$ cat src/rtl/display_mux_ctrl_pkg.sv
// Shared definitions for the multiplexed 7-segment display controller:
// scan phase encoding, the blank code and the hex glyph table.
package display_mux_ctrl_pkg;

  // All segments off (active-low cathodes {g,f,e,d,c,b,a}).
  localparam logic [6:0] SEG_BLANK = 7'h7F;

  // PH_GAP marks the single cycle after a step, during which all anodes
  // are held off before the next digit is driven.
  typedef enum logic {
    PH_HOLD = 1'b0,
    PH_GAP  = 1'b1
  } phase_t;

  // Standard hex glyphs, active-low, g in the MSB.
  function automatic logic [6:0] hex_glyph(input logic [3:0] nib);
    logic [6:0] g;
    case (nib)
      4'h0:    g = 7'h40;
      4'h1:    g = 7'h79;
      4'h2:    g = 7'h24;
      4'h3:    g = 7'h30;
      4'h4:    g = 7'h19;
      4'h5:    g = 7'h12;
      4'h6:    g = 7'h02;
      4'h7:    g = 7'h78;
      4'h8:    g = 7'h00;
      4'h9:    g = 7'h10;
      4'hA:    g = 7'h08;
      4'hB:    g = 7'h03;
      4'hC:    g = 7'h46;
      4'hD:    g = 7'h21;
      4'hE:    g = 7'h06;
      default: g = 7'h0E;
    endcase
    return g;
  endfunction

endpackage

$ cat src/rtl/display_mux_ctrl_hex_to_7seg.sv
// Purely combinational nibble to active-low 7-segment glyph decoder.
module hex_to_7seg
  import display_mux_ctrl_pkg::*;
(
  input  logic [3:0] nibble,
  output logic [6:0] seg
);

  // Table lookup of the glyph for the selected nibble.
  always_comb begin
    seg = hex_glyph(nibble);
  end

endmodule

$ cat src/rtl/display_mux_ctrl.sv
// Time-multiplexed 8-digit 7-segment display controller. Steps one digit
// per rising edge of the divided pix_clk level, inserts a one-cycle anode
// blanking gap after each step, and latches a coherent frame at each wrap.
module display_mux_ctrl
  import display_mux_ctrl_pkg::*;
#(
  parameter int unsigned DIGITS = 8
) (
  input  logic                  clk_in,
  input  logic                  reset,
  input  logic                  pix_clk,
  input  logic [4*DIGITS-1:0]   data,
  input  logic [DIGITS-1:0]     dp_in,
  input  logic [DIGITS-1:0]     blank_in,
  input  logic                  lz_en,
  output logic [DIGITS-1:0]     anode,
  output logic [6:0]            seg,
  output logic                  dp_n,
  output logic                  frame_done
);

  localparam int unsigned IDX_W = $clog2(DIGITS);
  localparam logic [IDX_W-1:0] IDX_LAST = IDX_W'(DIGITS - 1);

  logic                pix_d1;
  logic                armed;
  logic                step;
  logic                wrap;
  logic [IDX_W-1:0]    idx;

  logic [4*DIGITS-1:0] sh_data;
  logic [DIGITS-1:0]   sh_dp;
  logic [DIGITS-1:0]   sh_blank;
  logic                sh_lz;

  logic [DIGITS-1:0]   suppress;
  logic [3:0]          nibble;
  logic [6:0]          glyph;
  logic [6:0]          digit_seg;
  logic                digit_dp_n;

  phase_t              phase;
  phase_t              phase_nxt;
  logic [DIGITS-1:0]   anode_nxt;
  logic [6:0]          seg_nxt;
  logic                dp_n_nxt;
  logic                frame_done_nxt;

  // Sample the divided clock level; armed blocks a false edge when pix_clk
  // is already high on the first cycle out of reset.
  always_ff @(posedge clk_in) begin
    if (!reset) begin
      pix_d1 <= 1'b0;
      armed  <= 1'b0;
    end else begin
      pix_d1 <= pix_clk;
      armed  <= 1'b1;
    end
  end

  // One-cycle step on each rising edge of pix_clk; wrap marks the 7 -> 0 step.
  always_comb begin
    step = pix_clk & ~pix_d1 & armed;
    wrap = step && (idx == IDX_LAST);
  end

  // Digit index and frame shadows; shadows only change at the wrap so a
  // whole scan shows one frame.
  always_ff @(posedge clk_in) begin
    if (!reset) begin
      idx      <= '0;
      sh_data  <= '0;
      sh_dp    <= '0;
      sh_blank <= '0;
      sh_lz    <= 1'b0;
    end else if (step) begin
      if (wrap) begin
        idx      <= '0;
        sh_data  <= data;
        sh_dp    <= dp_in;
        sh_blank <= blank_in;
        sh_lz    <= lz_en;
      end else begin
        idx <= idx + IDX_W'(1);
      end
    end
  end

  // Leading-zero mask: walking down from the top digit, suppression stops at
  // the first nonzero nibble or lit decimal point; digit 0 is always shown.
  always_comb begin
    logic        keep;
    int unsigned pos;
    keep     = 1'b0;
    pos      = 0;
    suppress = '0;
    for (int unsigned k = 0; k < DIGITS - 1; k++) begin
      pos         = DIGITS - 1 - k;
      keep        = keep | (sh_data[4*pos +: 4] != 4'h0) | sh_dp[pos];
      suppress[pos] = sh_lz & ~keep;
    end
  end

  // Select the nibble of the current digit from the frame shadow.
  always_comb begin
    nibble = sh_data[4*idx +: 4];
  end

  hex_to_7seg u_hex (
    .nibble (nibble),
    .seg    (glyph)
  );

  // Per-digit segment/dp after force-blank and leading-zero suppression.
  always_comb begin
    if (sh_blank[idx] || suppress[idx]) begin
      digit_seg  = SEG_BLANK;
      digit_dp_n = 1'b1;
    end else begin
      digit_seg  = glyph;
      digit_dp_n = ~sh_dp[idx];
    end
  end

  // Scan phase register.
  always_ff @(posedge clk_in) begin
    if (!reset) begin
      phase <= PH_HOLD;
    end else begin
      phase <= phase_nxt;
    end
  end

  // Next phase and next output values: blank on a step, drive the new digit
  // in the following cycle, otherwise hold.
  always_comb begin
    phase_nxt      = step ? PH_GAP : PH_HOLD;
    anode_nxt      = anode;
    seg_nxt        = seg;
    dp_n_nxt       = dp_n;
    frame_done_nxt = 1'b0;
    if (step) begin
      anode_nxt      = '1;
      seg_nxt        = SEG_BLANK;
      dp_n_nxt       = 1'b1;
      frame_done_nxt = wrap;
    end else if (phase == PH_GAP) begin
      for (int unsigned k = 0; k < DIGITS; k++) begin
        anode_nxt[k] = (IDX_W'(k) != idx);
      end
      seg_nxt  = digit_seg;
      dp_n_nxt = digit_dp_n;
    end
  end

  // Registered outputs.
  always_ff @(posedge clk_in) begin
    if (!reset) begin
      anode      <= '1;
      seg        <= SEG_BLANK;
      dp_n       <= 1'b1;
      frame_done <= 1'b0;
    end else begin
      anode      <= anode_nxt;
      seg        <= seg_nxt;
      dp_n       <= dp_n_nxt;
      frame_done <= frame_done_nxt;
    end
  end

endmodule

$ cat config.mk
export PLATFORM = sky130hd
export DESIGN_NAME = display_mux_ctrl
export DESIGN_NICKNAME = d
export VERILOG_FILES = /design/src/rtl/display_mux_ctrl_pkg.sv /design/src/rtl/display_mux_ctrl_hex_to_7seg.sv /design/src/rtl/display_mux_ctrl.sv
export SDC_FILE = /design/constraint.sdc
export NUM_CORES = 1
export LEC_CHECK = 0
export ABC_CLOCK_PERIOD_IN_PS = 2500
export BUFFER_PORTS_ARGS = -buffer_cell sky130_fd_sc_hd__buf_4
export CORE_MARGIN = 3
export CORE_UTILIZATION = 27
export CTS_BUF_LIST = sky130_fd_sc_hd__clkbuf_8
export CTS_CLUSTER_DIAMETER = 100
export CTS_CLUSTER_SIZE = 14
export DETAILED_ROUTE_END_ITERATION = 10
export GPL_ROUTABILITY_DRIVEN = 0
export GPL_TIMING_DRIVEN = 0
export SLEW_MARGIN = 20
export SYNTH_ARGS = -nofsm -noshare
export SYNTH_HDL_FRONTEND = slang
export SYNTH_SLANG_ARGS = --single-unit
$ cat constraint.sdc
create_clock -name clk_in -period 2.5 [get_ports clk_in]
set_input_delay 0.5 -clock clk_in [delete_from_list [all_inputs] [get_ports clk_in]]
set_output_delay 0.5 -clock clk_in [all_outputs]
set_load 0.005 [all_outputs]
==> Implementation_results.wiki <==
{| class="wikitable"
! Metric !! Value
|-
| Outcome || completed
|-
| Max-Cap Viols || 0
|-
| Worst supply voltage drop on vdd || about 0.31 mV
|-
| Core Rows || 40
|-
| Most used cells in the layout excluding fill and tap cells || nand2_1 (130), buf_4 (71), dfxtp_1 (71), a21boi_0 (50), clkbuf_1 (19)
|-
| Endpoint arrival time on the critical path || 2.63 ns
|-
| Reg-to-Reg Start || idx[1]
|-
| DRC violation total after the first TritonRoute iteration || about 170
|-
| TritonCTS buffer count || 9
|-
| Leading cell type in the layout, fill and taps excluded || nand2_1
|-
| Standard cell core area || 12160 µm²
|-
| Vias per Instance || 4.594
|-
| Final critical-path share of the clock period || 0.9378
|-
| Initial Util || 0.2792
|-
| Via count of the first global-routing pass || roughly 3000
|-
| Rel. slew slack || 0.6301
|-
| Sort of element at the end of the critical path || flop
|-
| Total half-perimeter wirelength after legalization and detailed placement || slightly above 7000 µm
|-
| Final setup fails || 0
|-
| Final cell count without fillers || 648
|-
| Post-synth EDFFs || 0
|-
| Die Ht || around 120 µm
|-
| Layout cell share with drive strength beyond 1 || 0.2250
|-
| Later-pin clock latency in the skew report || roughly 0.35 ns
|-
| Count of input and output buffers || ~70
|-
| Overall routed net length || between 9000 and 10000 µm
|-
| Maximum frequency from static timing analysis || between 0.4 and 0.5 GHz
|-
| Area enclosed by the die boundary || 13960 µm²
|-
| Worst Hold Class || input pin to flop
|-
| Final worst clock skew || 0.008037 ns
|-
| Aggregate global-route resource usage || 0.1298
|-
| Proportion of synthesized flip-flops having asynchronous set or reset || 0
|-
| CP startpoint || idx[1]
|-
| Gr ovfl total || 0
|-
| Slew at the pin closest to its max-slew limit || 0.5501 ns
|-
| Post-synth top flop || dfxtp_1
|-
| Required time at the worst-slack endpoint || 2.78 ns
|-
| Critical path class || flop to flop
|-
| Pin count of the biggest net entering global routing || 14
|-
| Number of max-slew violations in the final report || 0
|-
| Synth Net Count || roughly 460
|-
| Number of warning messages in the yosys log || 0
|-
| Net count, final || ~540
|-
| Antenna violations before repair || 0
|-
| P_leak || 1.665 nW
|-
| H-tree depth reported by CTS || 3
|-
| Routed via count || 2977
|-
| I/O pin total || 69
|-
| Unrepaired setup endpoints after global routing || false
|-
| Placed Instances || between 600 and 700
|-
| Number of antenna-violating nets in the routed design || 0
|-
| Layout fillers || between 1000 and 1500
|-
| Maximum clock insertion buffer count || 2
|-
| Number of unique standard cell types used by synthesis || 40
|-
| Final hold violation count || 0
|-
| Total of flip-flops plus latches after synthesis || 72
|-
| Post-Syn Area || about 3400 µm²
|-
| Wire length of the first global-routing pass || ~15000 µm
|-
| Clock tree from TritonCTS || built
|-
| Start point of the worst hold path || reset
|-
| Time the final worst path needs with I/O delays and setup || between 2 and 2.5 ns
|-
| Power per standard cell area || 566.4 nW/µm²
|-
| Gate count of the mapped netlist || ~390
|-
| Routed len/inst || around 14 µm
|-
| Worst-case hold slack || roughly 0.28 ns
|-
| Antenna Cells || 0
|-
| Post-CTS clock slew at the launch and capture registers of the worst setup and hold paths || around 0.08 ns
|-
| DRC violations left || 0
|-
| Die X-Extent || approximately 120 µm
|-
| Per-instance average area after synthesis || between 8 and 9 µm²
|-
| Top fanout value on the critical path || 10
|-
| Total number of clock tree sinks || between 70 and 80
|-
| Length of the first detailed-routing pass in iterations || 4
|-
| Critical Path Source Type || flop
|-
| Master cell of the clock root buffer || clkbuf_8
|-
| Area added between synthesis and finish || 29.92%
|-
| Sequential cell area fraction in the yosys report || 0.4245
|}
[area by class of cell]
cell class,instances,area (µm²),area share
plain buffers,26,118.9,0.02694
clock buffers,10,137.6,0.03120
clock inverters,6,115.1,0.02609
inverters,7,26.28,0.005956
multi-input cells,289,1836,0.4161
flip-flops and latches,72,1443,0.3270
well taps,168,210.2,0.04765
repair buffers,70,525.5,0.1191
[synth_stat cells (5+ instances only)]
cell,instances,share of area
dfxtp_1,72,0.42
buf_2,5,0.0074
ha_1,12,0.044
nor2_1,9,0.0099
a21boi_0,50,0.11
nor3_1,8,0.012
nand2_1,130,0.14
inv_1,6,0.0066
mux4_1,5,0.039
a21oi_1,8,0.012
o21ai_0,14,0.021
clkbuf_1,19,0.021
mux4_2,6,0.040
mux2i_1,6,0.018
[metrics by stage]
step / utilization / TNS, ns / setup slack [ns] / instance area (µm²) / total power [W]
floorplan: - / 0 / 0.2298 / 3396 / 0.001266
global placement: 0.3385 / -0.1778 / -0.06163 / 4116 / 0.001361
detailed placement: 0.3385 / -0.3294 / -0.1142 / 4116 / 0.001365
CTS: 0.3612 / 0 / 0.03593 / 4393 / 0.002524
global route: 0.3628 / 0 / 0.001766 / 4412 / 0.002582
finish: 0.3628 / 0 / 0.1555 / 4412 / 0.002499
[logic make-up after synthesis]
family / synth area share
buf+inv: 0.04053
compound gates: 0.1758
flops: 0.4245
simple gates: 0.2111
fa+ha+maj: 0.04421
mux: 0.1039
[sequential cells by signal, summed over array words and instances, names as in the netlist]
| register | flops |
|---|---|
| sh_data | 32 |
| anode | 8 |
| sh_blank | 8 |
| sh_dp | 8 |
| seg | 7 |
| idx | 3 |
| armed | 1 |
| dp_n | 1 |
| frame_done | 1 |
| phase | 1 |
| pix_d1 | 1 |
| sh_lz | 1 |
[layer usage]
layer  part of all wire  track usage  vias up  wire [µm]
met3              0.049      0.03349       22        445
met4              0.023      0.05128        0        210
li1                   -            -     1509          -
met1               0.48       0.1688     1353       4345
met2               0.44       0.2061       93       3999
met5                  0            0        -          0
[where the power goes]
group / switching [W] / leakage, nW / total, W / internal, W
combinational: 0.0000738 / 0.960 / 0.000175 / 0.000101
sequential: 0.00000773 / 0.583 / 0.00117 / 0.00116
clock: 0.000462 / 0.123 / 0.00116 / 0.000695
total: 0.000543 / 1.67 / 0.00250 / 0.00196
[final timing paths]
| path | slack [ns] | to | cells after the start |
|---|---|---|---|
| setup / recovery | 0.16 | seg[0] | 9 |
| hold / removal | 0.28 | armed | 1 |
| setup reg to reg | 0.16 | seg[0] | 9 |
| hold reg to reg | 0.47 | sh_blank[0] | 2 |
[critical path: stages, from the launching register on]
cell      delay, ns
dfxtp_1        0.36
clkbuf_4       0.20
buf_4          0.20
mux4_1         0.34
mux2_4         0.32
inv_2          0.09
ha_2           0.21
inv_1          0.05
or3_1          0.36
a31oi_1        0.15
[timing repair]
item | 4_1_cts | 5_1_grt
setup endpoints to repair | 4 | 5
setup buffers | 2 | 0
resized for setup | 3 | 6
pin swaps | 0 | 0
hold buffers | 0 | 0
(Power assumes the default switching activity.)
